File: src/rtl/jtag_tap_core.sv
// jtag_tap_core: IEEE 1149.1 TAP with IR, BYPASS, IDCODE and USER registers.
// Shift registers move on rising tck; tdo, ir and user updates on falling tck.
module jtag_tap_core #(
  parameter int                  IR_WIDTH     = 4,
  parameter logic [31:0]         IDCODE_VAL   = 32'h1234_5671,
  parameter logic [IR_WIDTH-1:0] IDCODE_INSTR = 4'h1,
  parameter logic [IR_WIDTH-1:0] USER_INSTR   = 4'h8,
  parameter int                  USER_WIDTH   = 8
) (
  input  logic                  tck,
  input  logic                  trst,
  input  logic                  tms,
  input  logic                  tdi,
  output logic                  tdo,
  output logic                  tdo_en,
  output logic [3:0]            state,
  output logic [IR_WIDTH-1:0]   ir,
  output logic                  capture_dr,
  output logic                  shift_dr,
  output logic                  update_dr,
  output logic                  capture_ir,
  output logic                  shift_ir,
  output logic                  update_ir,
  output logic                  tlr,
  input  logic [USER_WIDTH-1:0] user_dr_in,
  output logic [USER_WIDTH-1:0] user_dr_out,
  output logic                  user_update
);

  typedef enum logic [3:0] {
    TLR    = 4'h0, RTI    = 4'h1, SEL_DR = 4'h2, CAP_DR = 4'h3,
    SH_DR  = 4'h4, EX1_DR = 4'h5, EX2_DR = 4'h6, UPD_DR = 4'h7,
    PAU_DR = 4'h8, SEL_IR = 4'h9, CAP_IR = 4'hA, SH_IR  = 4'hB,
    EX1_IR = 4'hC, EX2_IR = 4'hD, UPD_IR = 4'hE, PAU_IR = 4'hF
  } tap_e;

  localparam logic [IR_WIDTH-1:0] IR_CAP = {{(IR_WIDTH-1){1'b0}}, 1'b1};

  tap_e                  st;
  tap_e                  st_nx;
  logic [IR_WIDTH-1:0]   ir_sr;
  logic                  bypass_sr;
  logic [31:0]           idcode_sr;
  logic [USER_WIDTH-1:0] user_sr;
  logic                  sel_id;
  logic                  sel_user;
  logic                  dr_lsb;

  always_ff @(posedge tck or negedge trst) begin
    if (!trst) st <= TLR;
    else       st <= st_nx;
  end

  always_comb begin
    st_nx = st;
    unique case (st)
      TLR:    st_nx = tms ? TLR    : RTI;
      RTI:    st_nx = tms ? SEL_DR : RTI;
      SEL_DR: st_nx = tms ? SEL_IR : CAP_DR;
      CAP_DR: st_nx = tms ? EX1_DR : SH_DR;
      SH_DR:  st_nx = tms ? EX1_DR : SH_DR;
      EX1_DR: st_nx = tms ? UPD_DR : PAU_DR;
      PAU_DR: st_nx = tms ? EX2_DR : PAU_DR;
      EX2_DR: st_nx = tms ? UPD_DR : SH_DR;
      UPD_DR: st_nx = tms ? SEL_DR : RTI;
      SEL_IR: st_nx = tms ? TLR    : CAP_IR;
      CAP_IR: st_nx = tms ? EX1_IR : SH_IR;
      SH_IR:  st_nx = tms ? EX1_IR : SH_IR;
      EX1_IR: st_nx = tms ? UPD_IR : PAU_IR;
      PAU_IR: st_nx = tms ? EX2_IR : PAU_IR;
      EX2_IR: st_nx = tms ? UPD_IR : SH_IR;
      UPD_IR: st_nx = tms ? SEL_DR : RTI;
    endcase
  end

  always_comb begin
    sel_id   = 1'b0;
    sel_user = 1'b0;
    unique case (1'b1)
      (ir == IDCODE_INSTR): sel_id   = 1'b1;
      (ir == USER_INSTR):   sel_user = 1'b1;
      default: ;
    endcase
  end

  assign dr_lsb = sel_id   ? idcode_sr[0] :
                  sel_user ? user_sr[0]   : bypass_sr;

  always_ff @(posedge tck or negedge trst) begin
    if (!trst) begin
      ir_sr     <= '0;
      bypass_sr <= 1'b0;
      idcode_sr <= '0;
      user_sr   <= '0;
    end else begin
      if (st == CAP_IR)     ir_sr <= IR_CAP;
      else if (st == SH_IR) ir_sr <= {tdi, ir_sr[IR_WIDTH-1:1]};
      if (st == CAP_DR) begin
        if (sel_id)        idcode_sr <= IDCODE_VAL;
        else if (sel_user) user_sr   <= user_dr_in;
        else               bypass_sr <= 1'b0;
      end else if (st == SH_DR) begin
        if (sel_id)
          idcode_sr <= {tdi, idcode_sr[31:1]};
        else if (sel_user)
          // shift form that stays legal for a one-bit USER register
          user_sr <= (user_sr >> 1) |
                     (USER_WIDTH'(tdi) << (USER_WIDTH-1));
        else
          bypass_sr <= tdi;
      end
    end
  end

  always_ff @(negedge tck or negedge trst) begin
    if (!trst) begin
      ir          <= IDCODE_INSTR;
      user_dr_out <= '0;
      user_update <= 1'b0;
      tdo         <= 1'b0;
      tdo_en      <= 1'b0;
    end else begin
      user_update <= 1'b0;
      tdo         <= 1'b0;
      tdo_en      <= 1'b0;
      if (st == UPD_IR)   ir <= ir_sr;
      else if (st == TLR) ir <= IDCODE_INSTR;
      if (st == UPD_DR && sel_user) begin
        user_dr_out <= user_sr;
        user_update <= 1'b1;
      end
      if (st == SH_IR) begin
        tdo    <= ir_sr[0];
        tdo_en <= 1'b1;
      end else if (st == SH_DR) begin
        tdo    <= dr_lsb;
        tdo_en <= 1'b1;
      end
    end
  end

  assign state      = st;
  assign capture_dr = (st == CAP_DR);
  assign shift_dr   = (st == SH_DR);
  assign update_dr  = (st == UPD_DR);
  assign capture_ir = (st == CAP_IR);
  assign shift_ir   = (st == SH_IR);
  assign update_ir  = (st == UPD_IR);
  assign tlr        = (st == TLR);

endmodule

File: config.mk
export PLATFORM = sky130hd
export DESIGN_NAME = jtag_tap_core
export DESIGN_NICKNAME = d
export VERILOG_FILES = /design/src/rtl/jtag_tap_core.sv
export SDC_FILE = /design/constraint.sdc
export NUM_CORES = 1
export LEC_CHECK = 0
export BUFFER_PORTS_ARGS = -buffer_cell sky130_fd_sc_hd__buf_2
export CORE_ASPECT_RATIO = 1.4
export CORE_MARGIN = 3
export CORE_UTILIZATION = 53
export CTS_BUF_LIST = sky130_fd_sc_hd__clkbuf_8
export CTS_CLUSTER_SIZE = 24
export DETAILED_ROUTE_END_ITERATION = 10
export PLACE_DENSITY = 0.71
export SYNTH_ARGS = -nofsm -noshare
export SYNTH_HDL_FRONTEND = slang
export SYNTH_SLANG_ARGS = --single-unit
export TNS_END_PERCENT = 10
File: constraint.sdc
create_clock -name tck -period 2.4 [get_ports tck]
set_input_delay 0.36 -clock tck [delete_from_list [all_inputs] [get_ports tck]]
set_output_delay 0.36 -clock tck [all_outputs]
set_load 0.03 [all_outputs]
Word-level counts from Yosys, hierarchy flattened
Index checks and enable logic that the tools add are counted.
{ "totals": {"ff_bits": 64, "latch_bits": 0, "ramBits": 0, "rom_bits": 0, "input_bits": 12, "output_inout_bits": 26, "n_memories": 0} }
{ "op_classes": {"addsub": 0, "multipliers": 0, "n_div": 0, "n_lt_le_gt_ge": 0, "n_eq_ne": 17, "n_shift": 0, "muxes": 42, "bitwise": 3, "reduce_logical": 11} }
{ "op_table": {"columns": ["cell", "count"], "rows": [
  ["32-bit 2-to-1 mux", 4],
  ["8-bit 2-to-1 mux", 6],
  ["4-bit one-hot mux with 12 select lines", 1],
  ["4-bit == test (second input constant)", 9],
  ["4-bit 2-to-1 mux", 8],
  ["1-bit 2-to-1 mux", 18],
  ["4-bit by 3-bit == test with 1-bit output (second input constant)", 4],
  ["4-bit by 1-bit == test with 1-bit output (second input constant)", 2],
  ["4-bit by 2-bit == test with 1-bit output (second input constant)", 2],
  ["7-bit by 8-bit OR with 8-bit output", 1],
  ["2-bit 2-to-1 mux", 3],
  ["3-bit 2-to-1 mux", 2],
  ["3-bit AND reduction", 2],
  ["2-bit nonzero test", 3],
  ["4-bit logical NOT", 1],
  ["2-bit OR reduction", 2],
  ["3-bit OR reduction", 1],
  ["1-bit inverter", 2],
  ["2-bit AND reduction", 1],
  ["1-bit logical AND", 1]
]} }

Logic depth before layout (Yosys ltp)
{ "depth": {"ltp_word": 6, "ltp_mapped": 7, "ltp_nobuf": 4} }

==> metrics <==
die width=68.39 um; IO buf count=37; Core ar.=approximately 5200 um^2; average size of a mapped cell=9.562 um^2; std cell rows=31; boundary pin count=38; leading area contributor after synthesis=dfrtp_1; Initial DRT Pass Iterations=4; largest cells by area after synthesis=dfrtp_1 (42%), dfrtn_1 (12%), nand2_1 (10%); global route total overflow=0; Core Util, Final=74.67%; CP max FO=2; CTS buffer count=9; Non-Filler Instances=448; Max Cap Violations=0; vias in the first global route=2356; area of the multi-input gates=1260 um^2; filler cell count in the final layout=363; largest net degree at the start of global routing=37; H-tree levels=3; total global-route track usage=23.32%; CTS tree=built; first-pass GRT wire length=about 11000 um; WP data required=2040 ps; setup slack after layout=-383.4 ps; wire per inst=15.14 um; routability cong.=0.7691; worst slew pin tran=396.3 ps; Synth cell types=40; Post-Synthesis Cells=302; crit path kind=reg -> out; Post-DRT Antenna Nets=0; dpl cell area=between 3000 and 4000 um^2; Fin. Hold Viols=0; PD cells=1379 nW/um^2; top_reg_cell synth=dfrtp_1; # DRC=0; status=finished with violations; Setup crit start kind=flip-flop; Vert. Die Dim=93.34 um; DR vias/cell=5.386; Clk pin slew, worst setup/hold paths=roughly 70 ps; unrepaired setup endpoints after global routing=true; Max clock buf depth=2; n_diodes=0; Post-synth ARST share=between 90% and 100%; layout cells sized above 1=between 30% and 40%; total wire length=just under 7000 um; register area share after synthesis=55.50%; Storage cell area=1608 um^2; final instance area=3910 um^2; placed cell count=419; Final Max Tran Viols=0; top cell type's share of synthesized area=42.46%; Layout area overhead=35.40%; clk root buf=clkbuf_8; clk sinks=64; Yosys warning total=0; initial core utilization=55.15%; Hold Path Class=in -> reg; Crit. End Element=output port; violated checks=negative setup slack; EDFF count, synth=0; HPWL Detailed=4128 um; nets=389; die area=6383 um^2; endpoints failing setup=around 70; 1st-iter DRT viols=between 150 and 200; Mapped Nets=314; Min Hold Slack=263.0 ps; clk_skew=around 56 ps; Post-Syn Area=2888 um^2; later-pin clock latency in the skew report=between 300 and 400 ps; max_slew headroom=73.43%; P_leak=1.861 nW; total number of vias=2413; Yosys reg bits=64; initial antenna violation count=0; Place WS=-322.1 ps; Critical Path AT=2420 ps; peak supply drop=0.8495 mV
[flip-flops by register name (all words and copies together), names as in the netlist]
name and count:
idcode_sr 32, user_dr_out 8, user_sr 8, ir 4, ir_sr 4, state 4
bypass_sr 1, tdo 1, tdo_en 1, user_update 1
[metal layers]
layer	vias up	wire, um	track usage [%]
met5	-	0	0
met1	1196	2799	28.71
met4	0	139	12.11
met2	35	3697	38.41
li1	1170	-	-
met3	12	145	3.606
[cell usage after synthesis (all sizes together), types with 2 or more instances]
library cell,number
o21ai,39
dfrtn,14
inv,6
a31oi,7
clkbuf,2
dfrtp,49
nor3b,2
nor2,33
a22o,4
nor3,5
a21oi,8
o211a,2
a211oi,3
buf,18
nand2,77
nor4b,2
o21a,2
nor2b,2
mux2,10
nand2b,4
[path summary, 6_finish.rpt]
| kind | from | end | slack, ps | cells after the start |
|---|---|---|---|---|
| max | ir[0] | ir[0] | -380 | 3 |
| min | user_dr_in[3] | user_sr[3] | 260 | 3 |
| max reg2reg | ir[0] | bypass_sr | -350 | 5 |
| min reg2reg | user_dr_out[7] | user_dr_out[7] | 480 | 1 |
| max in group asynchronous | trst | user_dr_out[6] | 500 | 3 |
| min in group asynchronous | trst | user_sr[2] | 480 | 3 |
[stage by stage]
| stage | TNS, ps | total power [mW] |
|---|---|---|
| final | -16650 | 5.393 |
| after global routing | -20080 | 5.754 |
| after CTS | -15570 | 5.211 |
| after detailed placement | -13110 | 3.930 |
| after global placement | -9895 | 3.860 |
| after floorplan | -19200 | 3.211 |
[cell type report]
cell class	count	area share, %
Sequential cell	64	41.12
Multi-Input combinational cell	212	32.22
Timing Repair Buffer	84	18.56
Clock buffer	12	4.224
Tap cell	66	2.112
Clock inverter	5	1.216
Inverter	5	0.5440
[cell families after synthesis]
kind of cell / Yosys count / share of synthesized area, %
compound gates: 70 / 15.25
buf+inv: 26 / 4.333
xor+xnor: 1 / 0.3033
mux: 10 / 3.900
flops: 64 / 55.50
simple gates: 131 / 20.71
[worst max-delay path, stage by stage, from the launching register on]
cell,delay (ps)
dfstp_2,530
buf_6,100
buf_6,90
buf_6,120
[repair_timing]
action / in CTS / in global routing
hold buffers: 1 / 0
setup buffers: 7 / 4
gates resized for setup: 63 / 19
pin swaps: 9 / 4
setup endpoints to repair: 70 / 70
endpoints found under the hold margin: 8 / 0
cloned: 0 / 1
[report_power, final]
group / switching [mW] / internal [mW]
registers: 0.287 / 1.48
logic: 1.44 / 1.21
clock network: 0.412 / 0.560
[layout by cell type (no fill, tap or decap), types with 2 or more instances in the layout]
cell type  count
nor3_4         2
nand2_2        6
o21ai_0       10
o21ai_1       26
nor3_1         3
nor2_1        32
a31oi_1        7
buf_2         22
nor3b_2        2
nand2_1       70
clkbuf_8      12
mux2_2         3
clkinv_2       2
inv_1          5
a21oi_1        8
a211oi_1       3
dfrtp_1       45
mux2_4         7
o21ai_2        3
nand2b_1       4
dfrtp_2        4
dfrtn_1       14
buf_6         26
buf_4         31
nor4b_4        2
o21a_1         2
a22o_1         4
nor2b_1        2
buf_12         2
Power figures use the tool's default switching activity.
